`src/rtl/barrel_shifter_pipe_if.sv`:
```
// Stream interface of the pipelined barrel shifter.
// slave  : the shifter (consumes the input side, drives the output side)
// master : the environment (drives operands and downstream ready)
interface barrel_shifter_pipe_if #(
  parameter int Width = 16
) ();
  localparam int AmtW = $clog2(Width);

  logic              valid_i;
  logic              ready_o;
  logic [Width-1:0]  x_i;
  logic [AmtW-1:0]   amount_i;
  logic [1:0]        mode_i;
  logic              valid_o;
  logic              ready_i;
  logic [Width-1:0]  y_o;

  modport slave (
    input  valid_i, x_i, amount_i, mode_i, ready_i,
    output ready_o, valid_o, y_o
  );

  modport master (
    output valid_i, x_i, amount_i, mode_i, ready_i,
    input  ready_o, valid_o, y_o
  );
endinterface

```
`src/rtl/barrel_shifter_pipe.sv`:
```
// Pipelined multi-mode barrel shifter: ASR / LSR / LSL / ROR by 0..Width-1.
// Stage k shifts by 2^k when amount bit k is set; one register per stage,
// so latency is $clog2(Width) cycles at one item per cycle.
// Global-enable pipeline: a stalled output freezes every stage.
// Optional feature macro ROUND_EN: round-half-up on ASR via a per-stage guard bit.
module barrel_shifter_pipe #(
  parameter int Width = 16
) (
  input  logic                  clk_i,
  input  logic                  rst_i,
  input  logic                  flush_i,
  barrel_shifter_pipe_if.slave  bus
);
  localparam int AmtW = $clog2(Width);
  localparam logic [1:0] MODE_ASR = 2'b00;
  localparam logic [1:0] MODE_LSR = 2'b01;
  localparam logic [1:0] MODE_LSL = 2'b10;

  if (Width < 4 || (Width & (Width - 1)) != 0) begin : g_bad_width
    $error("barrel_shifter_pipe: Width must be a power of two >= 4");
  end

  // Whole pipe advances unless the output item is blocked downstream
  logic w_en;
  assign w_en        = !(bus.valid_o && !bus.ready_i);
  assign bus.ready_o = w_en;

  function automatic logic [Width-1:0] shift_by(input logic [Width-1:0] d,
                                                input logic [1:0] m, input int sh);
    logic [Width-1:0] r;
    case (m)
      MODE_ASR: r = $signed(d) >>> sh;   // MSB is still the original sign bit
      MODE_LSR: r = d >> sh;
      MODE_LSL: r = d << sh;
      default:  r = (d >> sh) | (d << (Width - sh));
    endcase
    return r;
  endfunction

  for (genvar k = 0; k < AmtW; k++) begin : g_stage
    localparam int SH = 1 << k;
    localparam int AW = AmtW - k;   // amount bits still unconsumed at this stage

    logic [Width-1:0] w_din, w_sh, w_res;
    logic [AW-1:0]    w_ain;
    logic [1:0]       w_min;
    logic             w_vin;
    logic [Width-1:0] r_data;
    logic             r_vld;
`ifdef ROUND_EN
    logic             w_gin, w_gnew;
`endif

    if (k == 0) begin : g_src
      assign w_din = bus.x_i;
      assign w_ain = bus.amount_i;
      assign w_min = bus.mode_i;
      assign w_vin = bus.valid_i;
`ifdef ROUND_EN
      assign w_gin = 1'b0;
`endif
    end else begin : g_chain
      assign w_din = g_stage[k-1].r_data;
      assign w_ain = g_stage[k-1].g_fwd.r_amt;
      assign w_min = g_stage[k-1].g_fwd.r_mode;
      assign w_vin = g_stage[k-1].r_vld;
`ifdef ROUND_EN
      assign w_gin = g_stage[k-1].g_fwd.r_guard;
`endif
    end

    assign w_sh = w_ain[0] ? shift_by(w_din, w_min, SH) : w_din;

`ifdef ROUND_EN
    // Guard = last bit shifted out below the LSB; adding it rounds half-up
    assign w_gnew = w_ain[0] ? w_din[SH-1] : w_gin;
    if (k == AmtW - 1) begin : g_round
      assign w_res = (w_min == MODE_ASR) ? w_sh + Width'(w_gnew) : w_sh;
    end else begin : g_pass
      assign w_res = w_sh;
    end
`else
    assign w_res = w_sh;
`endif

    // Stage register: flush clears valid even when stalled; data frozen on stall/flush
    always_ff @(posedge clk_i or posedge rst_i) begin
      if (rst_i) begin
        r_vld  <= 1'b0;
        r_data <= '0;
      end else begin
        if (flush_i)   r_vld <= 1'b0;
        else if (w_en) r_vld <= w_vin;
        if (w_en && !flush_i) r_data <= w_res;
      end
    end

    if (k < AmtW - 1) begin : g_fwd
      logic [AW-2:0] r_amt;
      logic [1:0]    r_mode;
`ifdef ROUND_EN
      logic          r_guard;
`endif
      // Forward the remaining amount bits, mode (and guard) alongside the data
      always_ff @(posedge clk_i or posedge rst_i) begin
        if (rst_i) begin
          r_amt   <= '0;
          r_mode  <= '0;
`ifdef ROUND_EN
          r_guard <= 1'b0;
`endif
        end else if (w_en && !flush_i) begin
          r_amt   <= w_ain[AW-1:1];
          r_mode  <= w_min;
`ifdef ROUND_EN
          r_guard <= w_gnew;
`endif
        end
      end
    end
  end

  assign bus.valid_o = g_stage[AmtW-1].r_vld;
  assign bus.y_o     = g_stage[AmtW-1].r_data;
endmodule

```
`src/flat_wrapper.sv`:
```
// flat-port wrapper written by rule: the top's interface ports become plain ports
module barrel_shifter_pipe_flat 
#(
  parameter int Width = 16
)
  (clk_i, rst_i, flush_i, bus_valid_i, bus_x_i, bus_amount_i, bus_mode_i, bus_ready_i, bus_ready_o, bus_valid_o, bus_y_o);
  barrel_shifter_pipe_if #(.Width(Width)) bus_i ();
  input  logic clk_i;
  input  logic rst_i;
  input  logic flush_i;
  input wire logic [$bits(bus_i.valid_i)-1:0] bus_valid_i;
  input wire logic [$bits(bus_i.x_i)-1:0] bus_x_i;
  input wire logic [$bits(bus_i.amount_i)-1:0] bus_amount_i;
  input wire logic [$bits(bus_i.mode_i)-1:0] bus_mode_i;
  input wire logic [$bits(bus_i.ready_i)-1:0] bus_ready_i;
  output wire logic [$bits(bus_i.ready_o)-1:0] bus_ready_o;
  output wire logic [$bits(bus_i.valid_o)-1:0] bus_valid_o;
  output wire logic [$bits(bus_i.y_o)-1:0] bus_y_o;
  assign bus_i.valid_i = bus_valid_i;
  assign bus_i.x_i = bus_x_i;
  assign bus_i.amount_i = bus_amount_i;
  assign bus_i.mode_i = bus_mode_i;
  assign bus_i.ready_i = bus_ready_i;
  assign bus_ready_o = bus_i.ready_o;
  assign bus_valid_o = bus_i.valid_o;
  assign bus_y_o = bus_i.y_o;
  barrel_shifter_pipe #(.Width(Width)) u_core (.clk_i(clk_i), .rst_i(rst_i), .flush_i(flush_i), .bus(bus_i));
endmodule
```
`config.mk`:
```
export PLATFORM = sky130hd
export DESIGN_NAME = barrel_shifter_pipe_flat
export DESIGN_NICKNAME = d
export VERILOG_FILES = /design/src/rtl/barrel_shifter_pipe_if.sv /design/src/rtl/barrel_shifter_pipe.sv /design/src/flat_wrapper.sv
export SDC_FILE = /design/constraint.sdc
export NUM_CORES = 1
export LEC_CHECK = 0
export ABC_AREA = 1
export CAP_MARGIN = 20
export CORE_MARGIN = 1
export CORE_UTILIZATION = 53
export DETAILED_ROUTE_END_ITERATION = 10
export DONT_BUFFER_PORTS = 1
export PLACE_DENSITY = 0.66
export SYNTH_ARGS = -nofsm -noshare
export SYNTH_HDL_FRONTEND = slang
export SYNTH_SLANG_ARGS = --single-unit
```
`constraint.sdc`:
```
create_clock -name clk_i -period 6.7 [get_ports clk_i]
set_input_delay 1.675 -clock clk_i [delete_from_list [all_inputs] [get_ports clk_i]]
set_output_delay 1.675 -clock clk_i [all_outputs]
set_load 0.02 [all_outputs]
```
# Word level (Yosys, flattened, before mapping)
# Cells that the tools add are included.
# Widths: inputs -> output; s select.
# totals
ff_bits,80
inputBits,27
out_inout_bits,18
# classes
reduce_logical,9
n_bitwise,4
eq_ne,9
n_mux,16
# op_table
op,n
$pmux 16 s3,4
$mux 16,4
$or 12x16->16,1
$or 14x16->16,1
$or 15x16->16,1
$or 8x16->16,1
$eq 2x1->1 const B,4
$eq 2x2->1 const B,4
$logic_not 2->1,4
$mux 1,8
$logic_not 1->1,3
$logic_and 1x1->1,2
$ne 2x2->1 const B,1

# Longest topological paths before layout
# logic_depth
depth_word,4
mapped_depth,7
depth_no_buf,6

# Worst setup path after synthesis
# OpenSTA, ideal clock, no wires.
# synth_timing
path_kind,in2out
startpoint,in bus_ready_i
endpoint,out bus_ready_o
n_path_buf,0
path_stages,2
arrival_ns,1.926
required_time_ns,5.025
setup_slack_ns,3.099
cell_sequence,inv_1 > nand2_2
# synth_between
elab_chain_cells,3
# synth_rtl
item,line_no,text
"start, declared",flat_wrapper.sv:15,input wire logic [$bits(bus_i.ready_i)-1:0] bus_ready_i;
$logic_not 1->1,barrel_shifter_pipe.sv:25,assign w_en = !(bus.valid_o && !bus.ready_i);
$logic_and 1x1->1,barrel_shifter_pipe.sv:25,
$logic_not 1->1,barrel_shifter_pipe.sv:25,
"end, declared",flat_wrapper.sv:16,output wire logic [$bits(bus_i.ready_o)-1:0] bus_ready_o;
# No other way between the ends.

# Worst setup path in the final report
# Same ends and word-level chain as after synthesis.

==> metrics <==
status=complete, no violations; Core Region=0.00830 mm^2; top layer reached by signal wires=met4; crit-path max FO=3; post-route ant nets=0; P per Cell Area=283 mW/mm^2; post-synthesis instance area=0.00460 mm^2; Req. time, crit path=5030 ps; Placed Area=0.00445 mm^2; share of cells above drive strength 1=0.0809; crit-path cells=inv_1 > nand2_2; # H-tree levels=3; placer congestion estimate=0.817; Sw Share=0.355; area of the die=0.00905 mm^2; vias in the first global route=3,707; Slew HR=0.346; syn_nets=656; Ys Warns=0; Die W=95.1 um; WL met2=5080 um; family with the most delay on the worst path=simple AND/OR/NAND/NOR gates; R2R Setup Slk=4690 ps; FF-to-FF End=u_core.g_stage[1].r_data[5]; clk buf depth=2; leakage=2.25 nW; cell-internal power=0.000852 W; Critical Path Stages=2; R2R depth=4; FF-to-FF Start=u_core.bus.valid_o; DRT iter0 DRCs=215; global-route usage over all layers=0.250; Post-Synthesis Cells=629; via-per-instance ratio=5.50; number of diodes=0; Ports=45; port bufs=0; Netlist cell types=23; RSZ-0062 raised after global routing=false; f_max=0.276 GHz; clock latency on the worst-skew pair=350 ps; TritonCTS Sinks=80; hold depth=2; Hold Buf Count CTS=0; Worst path max stage delay=160 ps; Final period util=0.540; clock root cell=clkbuf_8; post-route worst setup slack=3080 ps; fillers=815; nets=628; Clock transition at path regs=90 ps; WHS Endpoint=u_core.g_stage[0].g_fwd.r_amt[2]; Finished Layout Cells=711; sequential fraction of the synthesis area=0.436; CTS buffer count=9; Fin. Hold Viols=0; Cell Count Post-Placement=694; metal1 wirelength=4490 um; hold_sp=u_core.g_stage[0].g_fwd.r_amt[2]; share of total power in combinational logic=0.203; Data arrival, critical path=1940 ps; Core Util, Final=0.563; Final setup viols=0; routed via count=3,912; initial core utilization=0.554; clock share of power=0.272; largest net degree at the start of global routing=92; Avg Synthesized Cell Area=7.31 um^2; CP max-delay cell=nand2_2; Crit Path Class=in2out; drt pass-1 iters=5; first-pass GRT wire length=17,600 um; initial antenna violation count=0; post_cts resized=0; Routed WL per cell=14.1 um; Row Count=33; Tightest Pin Transition=981 ps; clock skew=11.2 ps; Setup WS pre-CTS=3080 ps; Post-Layout Inst Area=0.00467 mm^2; # DRC=0; Max VDD drop=0.0957 mV; Switch Pwr=0.000469 W; # Post-CTS Setup Buffers=0; placed wire-length estimate=6560 um; drt total wl=10,000 um; Layout area overhead=1.63%; Yosys reg bits=80; Die Ht=95.1 um; WL met3=334 um; Max Slew Vio Count=0; Hold Crit Class=reg2reg; Reg power frac=0.526; post-route setup TNS=0 ps; Min Clock Period, post-route=3620 ps; Buffers & Inverters on Critical Path=1; crit start category=primary input; Remaining Overflow, GRT=0; TritonCTS clock tree=built; Max Cap Viol=0; CP endpoint kind=output port
## metrics by stage
step	hold WS (ps)	total power [W]
after CTS	493	0.00133
after global placement	465	0.000961
after detailed placement	470	0.000969
after floorplan	449	0.000919
after global routing	533	0.00142
final	492	0.00132
## cell type report
type | count | area [um^2] | area share
clock inverter | 5 | 56.3 | 0.0121
sequential | 80 | 2000 | 0.429
multi-input combinational | 442 | 2050 | 0.439
tap | 105 | 131 | 0.0281
clock buffer | 11 | 141 | 0.0303
timing repair buffer | 3 | 42.5 | 0.00911
inverter | 65 | 245 | 0.0525
## worst max-delay path by stage
| stage | startpoint | to | slack [ps] |
|---|---|---|---|
| 6_report | bus_ready_i | bus_ready_o | 3080 |
| 5_1_grt | bus_ready_i | bus_ready_o | 3040 |
| 4_1_cts | bus_ready_i | bus_ready_o | 3080 |
| 3_5_place_dp | bus_ready_i | bus_ready_o | 3080 |
| 3_3_place_gp | bus_ready_i | bus_ready_o | 3090 |
| 2_1_floorplan | rst_i | u_core.bus.valid_o | 2970 |
## state kept, by name, indices dropped and copies added (netlist names)
| register | flops |
|---|---|
| u_core.g_stage.r_vld | 3 |
| u_core.bus.y_o | 16 |
| u_core.bus.valid_o | 1 |
| u_core.g_stage.r_data | 48 |
| u_core.g_stage.g_fwd.r_mode | 6 |
| u_core.g_stage.g_fwd.r_amt | 6 |
## layout by cell type, fill, tap and decap left out, types with 2 or more instances in the layout
cell type | Yosys | routed
o211ai_1 | 8 | 8
clkbuf_8 | 0 | 10
a21oi_1 | 33 | 33
o22ai_1 | 2 | 2
a22oi_1 | 3 | 3
o21ai_0 | 20 | 20
buf_4 | 9 | 2
inv_1 | 62 | 61
o21ai_1 | 5 | 5
a21oi_2 | 23 | 23
inv_2 | 3 | 3
dfrtp_1 | 80 | 80
clkinv_2 | 0 | 3
nand3_1 | 93 | 93
nand2_1 | 111 | 111
nand4_1 | 6 | 6
nor2_1 | 134 | 134
## layer usage
layer / vias to the layer above / global-route usage
met5: - / 0
met4: 0 / 0.0694
met2: 93 / 0.432
li1: 1955 / -
met1: 1855 / 0.323
met3: 9 / 0.0399
## cells by family (layout without fill, tap and decap cells)
family	Yosys count	after routing	synth area share
flops	80	80	0.436
buf+inv	107	84	0.118
simple gates	346	346	0.313
compound gates	96	96	0.133
## cell usage after synthesis (all sizes together)
cell type / n / area share
o22ai: 2 / 0.0027
nand3: 93 / 0.10
nor2: 134 / 0.11
dfrtp: 80 / 0.44
a21oi: 57 / 0.083
nand2: 113 / 0.094
buf: 31 / 0.056
inv: 65 / 0.053
clkbuf: 11 / 0.0090
o21ai: 26 / 0.029
a22oi: 3 / 0.0049
nand4: 6 / 0.0082
o211ai: 8 / 0.013
## tightest hold or removal path: stages (launching register included)
cell     delay (ps)
dfrtp_1         360
nand2_1          60
nand2_1          50
## power by group through the flow
stage / clock network (W) / registers, W / logic (W)
2_1_floorplan: 0 / 0.000655 / 0.000264
4_1_cts: 0.000367 / 0.000693 / 0.000269
6_report: 0.000359 / 0.000694 / 0.000268
5_1_grt: 0.000394 / 0.000710 / 0.000314
3_5_place_dp: 0 / 0.000702 / 0.000267
3_3_place_gp: 0 / 0.000699 / 0.000262
Power figures use the tool's default switching activity.
